`config.mk`:
```
export PLATFORM = sky130hd
export DESIGN_NAME = servo_frame_scheduler
export DESIGN_NICKNAME = d
export VERILOG_FILES = /design/src/rtl/servo_pkg.sv /design/src/rtl/servo_frame_scheduler_slew.sv /design/src/rtl/servo_frame_scheduler.sv
export SDC_FILE = /design/constraint.sdc
export NUM_CORES = 1
export LEC_CHECK = 0
export ABC_AREA = 1
export CAP_MARGIN = 25
export CELL_PAD_IN_SITES_DETAIL_PLACEMENT = 2
export CELL_PAD_IN_SITES_GLOBAL_PLACEMENT = 2
export CORE_MARGIN = 1
export CORE_UTILIZATION = 30
export CTS_CLUSTER_DIAMETER = 80
export DETAILED_ROUTE_END_ITERATION = 10
export PLACE_DENSITY_LB_ADDON = 0.1
export SYNTH_ARGS = -nofsm -noshare
export SYNTH_HDL_FRONTEND = slang
export SYNTH_SLANG_ARGS = --single-unit
```
`constraint.sdc`:
```
create_clock -name clk -period 3.1 [get_ports clk]
set_input_delay 0.62 -clock clk [delete_from_list [all_inputs] [get_ports clk]]
set_output_delay 0.62 -clock clk [all_outputs]
set_load 0.05 [all_outputs]
```
`src/rtl/servo_pkg.sv`:
```
// Shared definitions for the servo frame scheduler: the scheduler FSM
// encoding, the default duty limits, and the duty clamp that the EMG
// classifier also uses.
package servo_pkg;

    typedef enum logic [1:0] {
        SETTLE = 2'd0,
        ARM    = 2'd1,
        RUN    = 2'd2,
        HOLD   = 2'd3
    } servo_state_t;

    localparam int SERVO_DUTY_MIN = 50000;   // 1.0 ms at 50 MHz
    localparam int SERVO_DUTY_MAX = 100000;  // 2.0 ms at 50 MHz
    localparam int SERVO_DUTY_CTR = 75000;   // 1.5 ms neutral

    // Saturate a requested duty into [lo, hi]; all operands unsigned.
    function automatic logic [31:0] clamp_duty(input logic [31:0] d,
                                               input logic [31:0] lo,
                                               input logic [31:0] hi);
        logic [31:0] r;
        r = d;
        if (d < lo) r = lo;
        if (d > hi) r = hi;
        return r;
    endfunction

endpackage

```
`src/rtl/servo_frame_scheduler_slew.sv`:
```
// One channel of duty slew limiting: on each enable the presented duty moves
// toward the target by at most STEP. The difference is formed one bit wider
// than the duty so the magnitude test never wraps.
module servo_slew_step #(
    parameter int DBIT    = 20,
    parameter int STEP    = 2500,
    parameter int RST_VAL = 75000
) (
    input  logic            clk,
    input  logic            reset,
    input  logic            en,
    input  logic [DBIT-1:0] target,
    output logic [DBIT-1:0] current
);

    localparam logic [DBIT:0] STEP_W = (DBIT+1)'(STEP);

    logic [DBIT:0] diff_up;
    logic [DBIT:0] diff_dn;

    assign diff_up = {1'b0, target} - {1'b0, current};
    assign diff_dn = {1'b0, current} - {1'b0, target};

    // Step current toward target, landing exactly on it once within STEP.
    always_ff @(posedge clk or negedge reset) begin
        if (!reset) begin
            current <= DBIT'(RST_VAL);
        end else if (en) begin
            if (target >= current)
                current <= (diff_up > STEP_W) ? current + STEP_W[DBIT-1:0] : target;
            else
                current <= (diff_dn > STEP_W) ? current - STEP_W[DBIT-1:0] : target;
        end
    end

endmodule

```
`src/rtl/servo_frame_scheduler.sv`:
```
// Servo frame scheduler: owns the 50 Hz frame timer, arms the pwm generators
// once the supply has settled, emits one start pulse per channel per frame
// and slew-limits the duty presented to each generator.
// Optional build macro SERVO_STAGGER_EN: channel k starts at counter
// 1 + k*STAGGER_CYC instead of all channels starting at counter 1.
module servo_frame_scheduler
    import servo_pkg::*;
#(
    parameter int NCH           = 5,
    parameter int DBIT          = 20,
    parameter int PERIOD        = 1000000,
    parameter int GUARD         = 16,
    parameter int SETTLE_FRAMES = 4,
    parameter int DUTY_MIN      = SERVO_DUTY_MIN,
    parameter int DUTY_MAX      = SERVO_DUTY_MAX,
    parameter int DUTY_CTR      = SERVO_DUTY_CTR,
    parameter int SLEW_STEP     = 2500,
    parameter int STAGGER_CYC   = 64
) (
    input  logic              clk,
    input  logic              reset,
    input  logic              run,
    input  logic              cmd_valid,
    output logic              cmd_ready,
    input  logic [2:0]        cmd_ch,
    input  logic [DBIT-1:0]   cmd_duty,
    output logic              big_tick,
    output logic [NCH-1:0]    pwm_en,
    output logic [NCH*DBIT-1:0] duty_out,
    output logic              frame_tick,
    output logic              cmd_err,
    output servo_state_t      state_dbg
);

    localparam int FRAME = PERIOD + GUARD;
    localparam int CW    = $clog2(FRAME);
    localparam logic [CW-1:0] LAST = CW'(FRAME - 1);
    localparam int SW    = (SETTLE_FRAMES > 1) ? $clog2(SETTLE_FRAMES) : 1;
    localparam logic [SW-1:0] SETTLE_LAST = SW'(SETTLE_FRAMES - 1);

    servo_state_t    state;
    logic [CW-1:0]   cnt;
    logic [SW-1:0]   settle_cnt;
    logic            active;
    logic            at_zero;
    logic            fire_now;
    logic            slew_en;
    logic            wr_fire;
    logic            ch_bad;
    logic [DBIT-1:0] cmd_clamped;
    logic [DBIT-1:0] tgt [NCH];
    logic [DBIT-1:0] cur [NCH];

    assign active    = (state == RUN) || (state == HOLD);
    assign at_zero   = (cnt == '0);
    assign fire_now  = active && run && at_zero;
    // Update lands on the edge into counter 0, one cycle ahead of the start pulse.
    assign slew_en   = active && (cnt == LAST);
    assign state_dbg = state;

    // Target-write handshake: a write completes on a cycle where cmd_valid and
    // cmd_ready are both high; cmd_valid may be held indefinitely while
    // cmd_ready is low (settling or the duty-update cycle) and nothing is lost.
    assign cmd_ready   = (state != SETTLE) && !at_zero;
    assign wr_fire     = cmd_valid && cmd_ready;
    assign ch_bad      = (32'(cmd_ch) >= 32'(NCH));
    assign cmd_clamped = DBIT'(clamp_duty(32'(cmd_duty), 32'(DUTY_MIN), 32'(DUTY_MAX)));

    // Free-running frame counter; frame_tick is high while the counter is 0.
    always_ff @(posedge clk or negedge reset) begin
        if (!reset) begin
            cnt        <= '0;
            frame_tick <= 1'b0;
        end else begin
            cnt        <= (cnt == LAST) ? '0 : cnt + 1'b1;
            frame_tick <= (cnt == LAST);
        end
    end

    // Sequencer: settle for a number of frames, arm once, then run/hold per frame.
    always_ff @(posedge clk or negedge reset) begin
        if (!reset) begin
            state      <= SETTLE;
            settle_cnt <= '0;
            big_tick   <= 1'b0;
        end else begin
            big_tick <= 1'b0;
            case (state)
                SETTLE: begin
                    if (frame_tick) begin
                        if (settle_cnt == SETTLE_LAST) begin
                            state    <= ARM;
                            big_tick <= 1'b1;
                        end else begin
                            settle_cnt <= settle_cnt + 1'b1;
                        end
                    end
                end
                ARM:     state <= run ? RUN : HOLD;
                RUN:     if (at_zero && !run) state <= HOLD;
                HOLD:    if (at_zero && run) state <= RUN;
                default: state <= SETTLE;
            endcase
        end
    end

    // Bad-channel writes are dropped and reported one cycle later.
    always_ff @(posedge clk or negedge reset) begin
        if (!reset) cmd_err <= 1'b0;
        else        cmd_err <= wr_fire && ch_bad;
    end

    // Per-channel target store; the last accepted write to a channel wins.
    always_ff @(posedge clk or negedge reset) begin
        if (!reset) begin
            for (int k = 0; k < NCH; k++) tgt[k] <= DBIT'(DUTY_CTR);
        end else begin
            for (int k = 0; k < NCH; k++)
                if (wr_fire && (cmd_ch == 3'(k))) tgt[k] <= cmd_clamped;
        end
    end

`ifdef SERVO_STAGGER_EN
    logic frame_on;

    // Staggered starts: channel 0 fires with the frame decision, the rest
    // follow at fixed offsets while the frame is marked as running.
    always_ff @(posedge clk or negedge reset) begin
        if (!reset) begin
            pwm_en   <= '0;
            frame_on <= 1'b0;
        end else begin
            if (at_zero) frame_on <= fire_now;
            for (int k = 0; k < NCH; k++) begin
                if (k == 0) pwm_en[k] <= fire_now;
                else        pwm_en[k] <= frame_on && (cnt == CW'(k * STAGGER_CYC));
            end
        end
    end
`else
    // All channels start together at counter 1 of a running frame.
    always_ff @(posedge clk or negedge reset) begin
        if (!reset) pwm_en <= '0;
        else        pwm_en <= {NCH{fire_now}};
    end
`endif

    genvar g;
    generate
        for (g = 0; g < NCH; g++) begin : g_ch
            servo_slew_step #(
                .DBIT    (DBIT),
                .STEP    (SLEW_STEP),
                .RST_VAL (DUTY_CTR)
            ) u_slew (
                .clk     (clk),
                .reset   (reset),
                .en      (slew_en),
                .target  (tgt[g]),
                .current (cur[g])
            );
            assign duty_out[g*DBIT +: DBIT] = cur[g];
        end
    endgenerate

endmodule

```
==> parameters.txt, run 1 <==
Parameter                              Value

Placed design
  PortBufs    137
  Detailed placement HPWL    around 110 mm
  Area post-placement    approximately 34,000 µm²
  Weighted congestion reported at the end of routability-driven placement    ~0.9
  DP Cell Count    6,548

Synthesis
  Sequential-to-total area share from yosys stat    20.14%
  Synth warnings    0
  Async set-or-reset flop fraction in the synthesized netlist    100.0%
  Cell taking the most area after synthesis    sky130_fd_sc_hd__nand2_1
  Number of distinct library cells after synthesis    between 50 and 60
  Synth top area cells    sky130_fd_sc_hd__nand2_1, sky130_fd_sc_hd__dfrtp_1, sky130_fd_sc_hd__inv_1
  Post-synthesis average cell area    just under 6 µm²
  Post-Synthesis Net Count    5,169
  Number of enable-type register cells in the synthesized netlist    0
  Register bit count reported by yosys    228
  Cell area after technology mapping    28,830 µm²
  Synthesized instance count    between 4,000 and 5,000
  Share of Yosys cell area claimed by the top area cell type    23.69%
  Most frequently used flop master after synthesis    sky130_fd_sc_hd__dfrtp_1

Final layout
  Cell Count, Final, Fillers Out    6,654
  Final design area excluding fillers    37,570 µm²
  Share of cells above drive strength 1    18.88%
  Fill cell total of the finished layout    11,754
  Area taken by flip-flops and latches    5813 µm²
  Number of nets in the layout    5,602
  Combined area of the multi-input logic cells    21,190 µm²
  Area growth from synthesis to layout    30.35%

Power and ir drop
  Worst vdd rail ir drop    0.3655 mV
  Power per cell area    424.6 nW/µm²
  Static power due to leakage    19.57 nW
  Power Total    0.01595 W

STA
  Final setup violation count    0
  Hold WS    0.4725 ns
  Final slew viol count    0
  RSZ-0062 raised after global routing    true
  Fin crit share    between 90% and 100%
  Setup TNS after final layout    0 ns
  Maximum clock skew at final layout    0.03889 ns
  Max Fclk    ~330 MHz
  Number of hold violations in the final report    0
  Transition at the pin with the smallest max-transition slack    0.7132 ns
  Headroom to the max-slew limit    52.40%
  Final critical path time including I/O delays and setup    3.014 ns

Drt
  Average wire per cell in the routed design    21.41 µm
  Iteration count of the initial detailed-routing pass    5
  Number of antenna-violating nets in the routed design    0
  DRT Wirelength    142.5 mm
  DRT iter0 DRCs    1,590
  Number of vias per cell after detailed routing    5.127
  DRC violations left    0
  Total via count after detailed routing    34,115

Floorplanning
  Die outline height    312.0 µm
  Chip width    312.0 µm
  DIE AREA    a little under 100,000 µm²
  Core area    between 90,000 and 100,000 µm²
  Row count    113
  Top-level port count    138
  Starting utilization of the core area    30.29%

Clock network
  Clock latency of the later-clocked register in the worst-skew pair    approximately 0.62 ns
  H-tree lvl count    2
  CTS tree    done
  Clock buffer count from CTS    39
  Maximum root-to-sink buffer count    3
  Clk Tree Root Cell    sky130_fd_sc_hd__clkbuf_16
  Number of sinks driven by the clock tree    228
  Clock-pin slew on the worst setup and hold paths    0.06 ns

Min path
  Worst hold-check path type    reg2reg

Global route
  Initial antenna violation count    8
  GRT Overall Usage    28.28%
  Global-route wire length before repair    about 220 mm
  Via count of the first global-routing pass    36,420
  Gr ovfl total    0
  Largest net degree at the start of global routing    65

Setup path
  Crit path max-delay family    simple AND/OR/NAND/NOR gates
  Critical path class    reg2reg
  Critical Path Start Type    register
  Sequence of cells on the critical path    inv_1 > ha_4 > nand2_2 > nor2_4 > buf_4 > nand2_1 > nand2_1 > nand2_1 > nand3_1 > nand2_1 > nor2_2 > nand3_2 > nor2_4 > nand2_4 > nand2_2 > buf_4 > nand3_1 > nand3_1 > nand2_1
  Critical path's most frequent cell    sky130_fd_sc_hd__nand2_1
  Required time reported for the critical path endpoint    3.58 ns
  Worst setup EP type    register
  Arrival time at the worst endpoint    3.49 ns
  Crit-path max cell delay    0.53 ns
  Buffering stage count on the worst path with inverters included    3
  Worst-path cell with the longest stage delay    sky130_fd_sc_hd__dfstp_2
  Maximum fanout along the worst path    5

Run
  Number of max-capacitance violations reported    0

Status
  Result of the run    complete, no violations
==> power breakdown <==
| part | switching (W) | internal (W) |
|---|---|---|
| sequential | 0.000195 | 0.00318 |
| clock | 0.00187 | 0.00280 |
| combinational | 0.00525 | 0.00266 |
| total | 0.00731 | 0.00864 |
==> what timing repair did <==
action,4_1_cts,5_1_grt
hold buffers,1,0
gates resized for setup,87,382
pin swaps,4,76
gates cloned,0,3
setup endpoints to repair,72,101
setup buffers,2,27
endpoints found under the hold margin,17,0
==> final timing paths <==
| path | startpoint | to | slack [ns] | depth (start not counted) |
|---|---|---|---|---|
| setup reg to reg | g_ch[4].u_slew.current[4] | g_ch[4].u_slew.current[11] | 0.09 | 19 |
| setup / recovery | g_ch[4].u_slew.current[4] | g_ch[4].u_slew.current[11] | 0.09 | 19 |
| hold reg to reg | cnt[0] | cnt[0] | 0.47 | 1 |
| max in group asynchronous | reset | g_ch[1].u_slew.current[16] | 1.70 | 3 |
| min in group asynchronous | reset | tgt[38] | 0.58 | 2 |
| hold / removal | cnt[0] | cnt[0] | 0.47 | 1 |
==> area by class of cell <==
cell class	instances	share of cell area (%)
Clock buffer	51	2.960
Tap cell	1265	4.212
Inverter	762	7.619
Timing Repair Buffer	535	12.72
Antenna cell	1	0.006660
Clock inverter	21	0.6160
Sequential cell	228	15.47
Multi-Input combinational cell	3791	56.39
==> placed cells by master (no fill, tap or decap), types with 116 or more instances in the layout <==
master                            netlist  routed
sky130_fd_sc_hd__nand2_1             1819    1720
sky130_fd_sc_hd__inv_1                726     709
sky130_fd_sc_hd__nand3_1              543     513
sky130_fd_sc_hd__buf_4                 10     352
sky130_fd_sc_hd__nor2_1               273     222
sky130_fd_sc_hd__xor2_1               164     164
sky130_fd_sc_hd__a21oi_1              184     163
sky130_fd_sc_hd__o21ai_0              180     159
sky130_fd_sc_hd__dfrtp_1              148     142
sky130_fd_sc_hd__ha_1                 213     140
sky130_fd_sc_hd__clkdlybuf4s50_1        0     134
sky130_fd_sc_hd__nand4_1              116     116
==> kinds of logic after synthesis <==
logic type / Yosys count / share of synthesized area (%)
flip-flops: 228 / 20.14
buffers and inverters: 905 / 12.42
multiplexers: 1 / 0.03906
AND/OR/NAND/NOR: 2941 / 43.88
adder cells (fa/ha/maj): 218 / 9.593
XOR/XNOR: 180 / 5.469
AO/OA/AOI/OAI: 451 / 8.451
==> synthesized netlist by cell type (all sizes together), types with 2 or more instances <==
cell and instances:
o22ai 2, buf 86, xnor2 16, a211oi 4, nor3 53, and3 2, nor2 320, nand4 116
nand3b 8, dfrtp 148, a21oi 190, clkbuf 57, o2111ai 3, xor2 164, o211ai 7, dfstp 80
nor4 13, nand3 555, o21bai 23, a21boi 4, o21ai 205, nand2 1855, or2 9, inv 755
fa 5, ha 213, and2 9, clkinv 7, a31oi 6
==> routing by layer <==
layer | global-route usage (%) | vias to the layer above | wire, µm
met5 | 0 | - | 0
met4 | 6.941 | 0 | 3589
met3 | 3.417 | 169 | 5356
met2 | 47.39 | 589 | 66520
met1 | 38.41 | 17001 | 66990
li1 | - | 16356 | -
==> registers in the layout (all words and copies together) (netlist names) <==
name,flops
big_tick,1
cmd_err,1
cnt,20
frame_tick,1
g_ch.u_slew.current,100
pwm_en,1
settle_cnt,2
state_dbg,2
tgt,100
==> per-stage QoR <==
step / utilization [%] / setup WS, ns
global route: 39.49 / -0.06560
finish: 39.49 / 0.08600
global placement: 35.82 / -0.1975
floorplan: - / 0.007206
CTS: 37.60 / 0.0004992
detailed placement: 35.82 / -0.2838
(Power assumes the default switching activity.)
==> run 2: changes to the inputs <==
- CAP_MARGIN: 25 -> 15
- SLEW_MARGIN: default -> 15
==> results of run 2 <==
Final layout, timing and power as in run 1 (identical DEF).
==> run 3: changes to the inputs <==
- SETUP_SLACK_MARGIN: default -> 0.02
- TNS_END_PERCENT: default -> 50
==> run 3 against run 2 <==
  * Non-clock buffer count is 16 lower
  * Critical path depth is 9 lower
  * Sequential power hardly changed
  * Register-to-register slack hardly changed
  * Wire length is 0.55% higher
  * Largest power group unchanged
  * Largest cell class unchanged
  * Clock-buffer cell count is 5 lower
  * Utilization is 0.32 points lower
  * Global-route usage is 0.057 points higher
  * Maximum frequency is 0.49% higher
  * Die area stayed put
  * Setup slack better by 0.015 ns
  * Cell area is 0.81% lower
==> parameters.txt, run 3 (synthesis gave the netlist of run 1 again) <==
Parameter                              Value

STA
  Fin crit share    96.75% (-0.47 points)
  Final setup violation count    0 (unchanged)
  Headroom to the max-slew limit    20.04% (-32 points)
  Transition at the pin with the smallest max-transition slack    1.191 ns (+0.4782 ns)
  Final critical path time including I/O delays and setup    2.999 ns (-0.01467 ns)
  RSZ-0062 raised after global routing    true
  Number of hold violations in the final report    0 (unchanged)
  Maximum clock skew at final layout    0.03953 ns (+0.0006444 ns)
  Final slew viol count    0 (unchanged)
  Setup TNS after final layout    0 ns (unchanged)
  Max Fclk    333.4 MHz (+0.49%)

Setup path
  Worst setup EP type    register
  Launch instance of the worst register-to-register path    cnt[0]
  Critical path class    reg2reg
  Sequence of cells on the critical path    ha_1 > nand3_1 > nor2_1 > nand2_1 > nor4_1 > nand2_2 > buf_4 > a21oi_1 > nand3_1 > nand2_1
  Worst-path cell with the longest stage delay    sky130_fd_sc_hd__nor4_1
  Crit path max-delay family    simple AND/OR/NAND/NOR gates
  Critical Path Start Type    register
  Buffering stage count on the worst path with inverters included    1 (-2)
  Crit-path max cell delay    0.58 ns (+0.05 ns)
  Arrival time at the worst endpoint    3.50 ns (about the same)
  Required time reported for the critical path endpoint    3.60 ns (+0.02 ns)
  Maximum fanout along the worst path    53 (+48)
  Start point of the critical path    cnt[0]

Clock network
  Clock latency of the later-clocked register in the worst-skew pair    0.60 ns (-0.02 ns)
  Clk Tree Root Cell    sky130_fd_sc_hd__clkbuf_16
  Maximum root-to-sink buffer count    3 (unchanged)
  Clock-pin slew on the worst setup and hold paths    0.06 ns (about the same)
  Clock buffer count from CTS    37 (-5.1%)
  CTS tree    done
  H-tree lvl count    2 (unchanged)
  Number of sinks driven by the clock tree    228 (unchanged)

Floorplanning
  Row count    113 (unchanged)
  DIE AREA    97,330 µm² (unchanged)
  Die outline height    312.0 µm (unchanged)
  Top-level port count    138 (unchanged)
  Core area    95,150 µm² (unchanged)
  Chip width    312.0 µm (unchanged)
  Starting utilization of the core area    30.29% (unchanged)

Power and ir drop
  Clock network fraction of total power    28.8% (-0.5 points)
  Internal power component    0.008499 W (-1.6%)
  Static power due to leakage    19.41 nW (-0.83%)
  Worst vdd rail ir drop    0.3859 mV (+5.6%)
  Switching share of total power    46.08% (+0.23 points)
  Reported net switching power    0.007263 W (-0.70%)
  Comb pwr share    49.8% (+0.2 points)
  Power per cell area    422.9 nW/µm² (-0.40%)
  Proportion of power drawn by flip-flops and latches    21.4% (+0.2 points)

Drt
  Number of antenna-violating nets in the routed design    0 (unchanged)
  DRT iter0 DRCs    1,807 (+14%)
  Number of vias per cell after detailed routing    5.136 (+0.17%)
  Average wire per cell in the routed design    21.60 µm (+0.88%)
  DRC violations left    0 (unchanged)
  DRT Wirelength    143.2 mm (+0.55%)
  Total via count after detailed routing    34,060 (-0.16%)
  Iteration count of the initial detailed-routing pass    5 (unchanged)

Final layout
  Most common cell after layout, fill and taps aside    sky130_fd_sc_hd__nand2_1
  Share of cells above drive strength 1    18.84% (-0.038 points)
  Number of nets in the layout    5,584 (-0.32%)
  Final design area excluding fillers    37,270 µm² (-0.81%)
  Area growth from synthesis to layout    29.30%
  Cell Count, Final, Fillers Out    6,632 (-0.33%)
  Largest registers    g_ch.u_slew.current (100), tgt (100), cnt (20)
  Number of inserted diodes    0 (-1)
  Most frequent cells in the layout    sky130_fd_sc_hd__nand2_1, sky130_fd_sc_hd__inv_1, sky130_fd_sc_hd__nand3_1

Global route
  Via count of the first global-routing pass    36,351 (-0.19%)
  Global-route wire length before repair    216.6 mm (+0.50%)
  Gr ovfl total    0 (unchanged)
  Largest net degree at the start of global routing    61 (-6.2%)
  GRT Overall Usage    28.34% (+0.057 points)
  Initial antenna violation count    7 (-1)

Run
  Number of max-capacitance violations reported    0 (unchanged)

Placed design
  DP Cell Count    6,537 (-0.17%)
  Weighted congestion reported at the end of routability-driven placement    0.9092 (+0.61%)
  PortBufs    137 (unchanged)
  Area post-placement    33,890 µm² (-0.56%)
  Detailed placement HPWL    113.4 mm (about the same)

Status
  Result of the run    complete, no violations

Min path
  Startpoint of the worst hold path    cnt[0]
  Worst hold-check path type    reg2reg
run 3: metal layers:
| layer | wire, µm | track usage (%) |
|---|---|---|
| met5 | 0 | 0 |
| met1 | 68250 | 39.51 |
| met4 | 3140 | 6.361 |
| met3 | 5055 | 2.621 |
| met2 | 66780 | 47.11 |
run 3: timing repair:
| item | in CTS | in global routing |
|---|---|---|
| resized for setup | 60 | 419 |
| endpoints found under the hold margin | 20 | 0 |
| cloned | 0 | 3 |
| hold buffers | 1 | 0 |
| setup endpoints to repair | 76 | 101 |
| buffers inserted | 1 | 24 |
| pin swaps | 3 | 60 |
run 3: metrics by stage:
step / power [W] / utilization [%] / hold slack (ns) / setup WS [ns]
detailed placement: 0.01032 / 35.62 / 0.4674 / -0.1897
finish: 0.01576 / 39.17 / 0.4735 / 0.1007
global placement: 0.01014 / 35.62 / 0.4581 / -0.09130
CTS: 0.01509 / 37.25 / 0.4748 / -0.002010
global route: 0.01671 / 39.17 / 0.4971 / -0.05994
floorplan: 0.007696 / - / 0.3244 / 0.02028
run 3: power by group through the flow:
stage,Clock (W),Sequential (W),Combinational [W]
final,0.00454,0.00337,0.00785
after global routing,0.00474,0.00338,0.00858
after CTS,0.00467,0.00334,0.00709
after detailed placement,0,0.00338,0.00695
after global placement,0,0.00337,0.00677
after floorplan,0,0.00332,0.00438
run 3: final cells by class:
cell class | instances | area [µm²]
inverter | 762 | 2868
sequential | 228 | 5811
clock buffer | 46 | 1011
fill | 11730 | 57880
multi-input combinational | 3791 | 21170
timing repair buffer | 519 | 4567
tap | 1265 | 1583
clock inverter | 21 | 265.3
run 3: worst paths after layout:
kind / depth (start not counted) / end / slack (ns)
setup / recovery: 10 / g_ch[1].u_slew.current[14] / 0.10
hold / removal: 1 / cnt[0] / 0.47
setup reg to reg: 10 / g_ch[1].u_slew.current[14] / 0.10
hold reg to reg: 1 / cnt[0] / 0.47
max in group asynchronous: 3 / tgt[56] / 1.65
min in group asynchronous: 2 / tgt[38] / 0.59
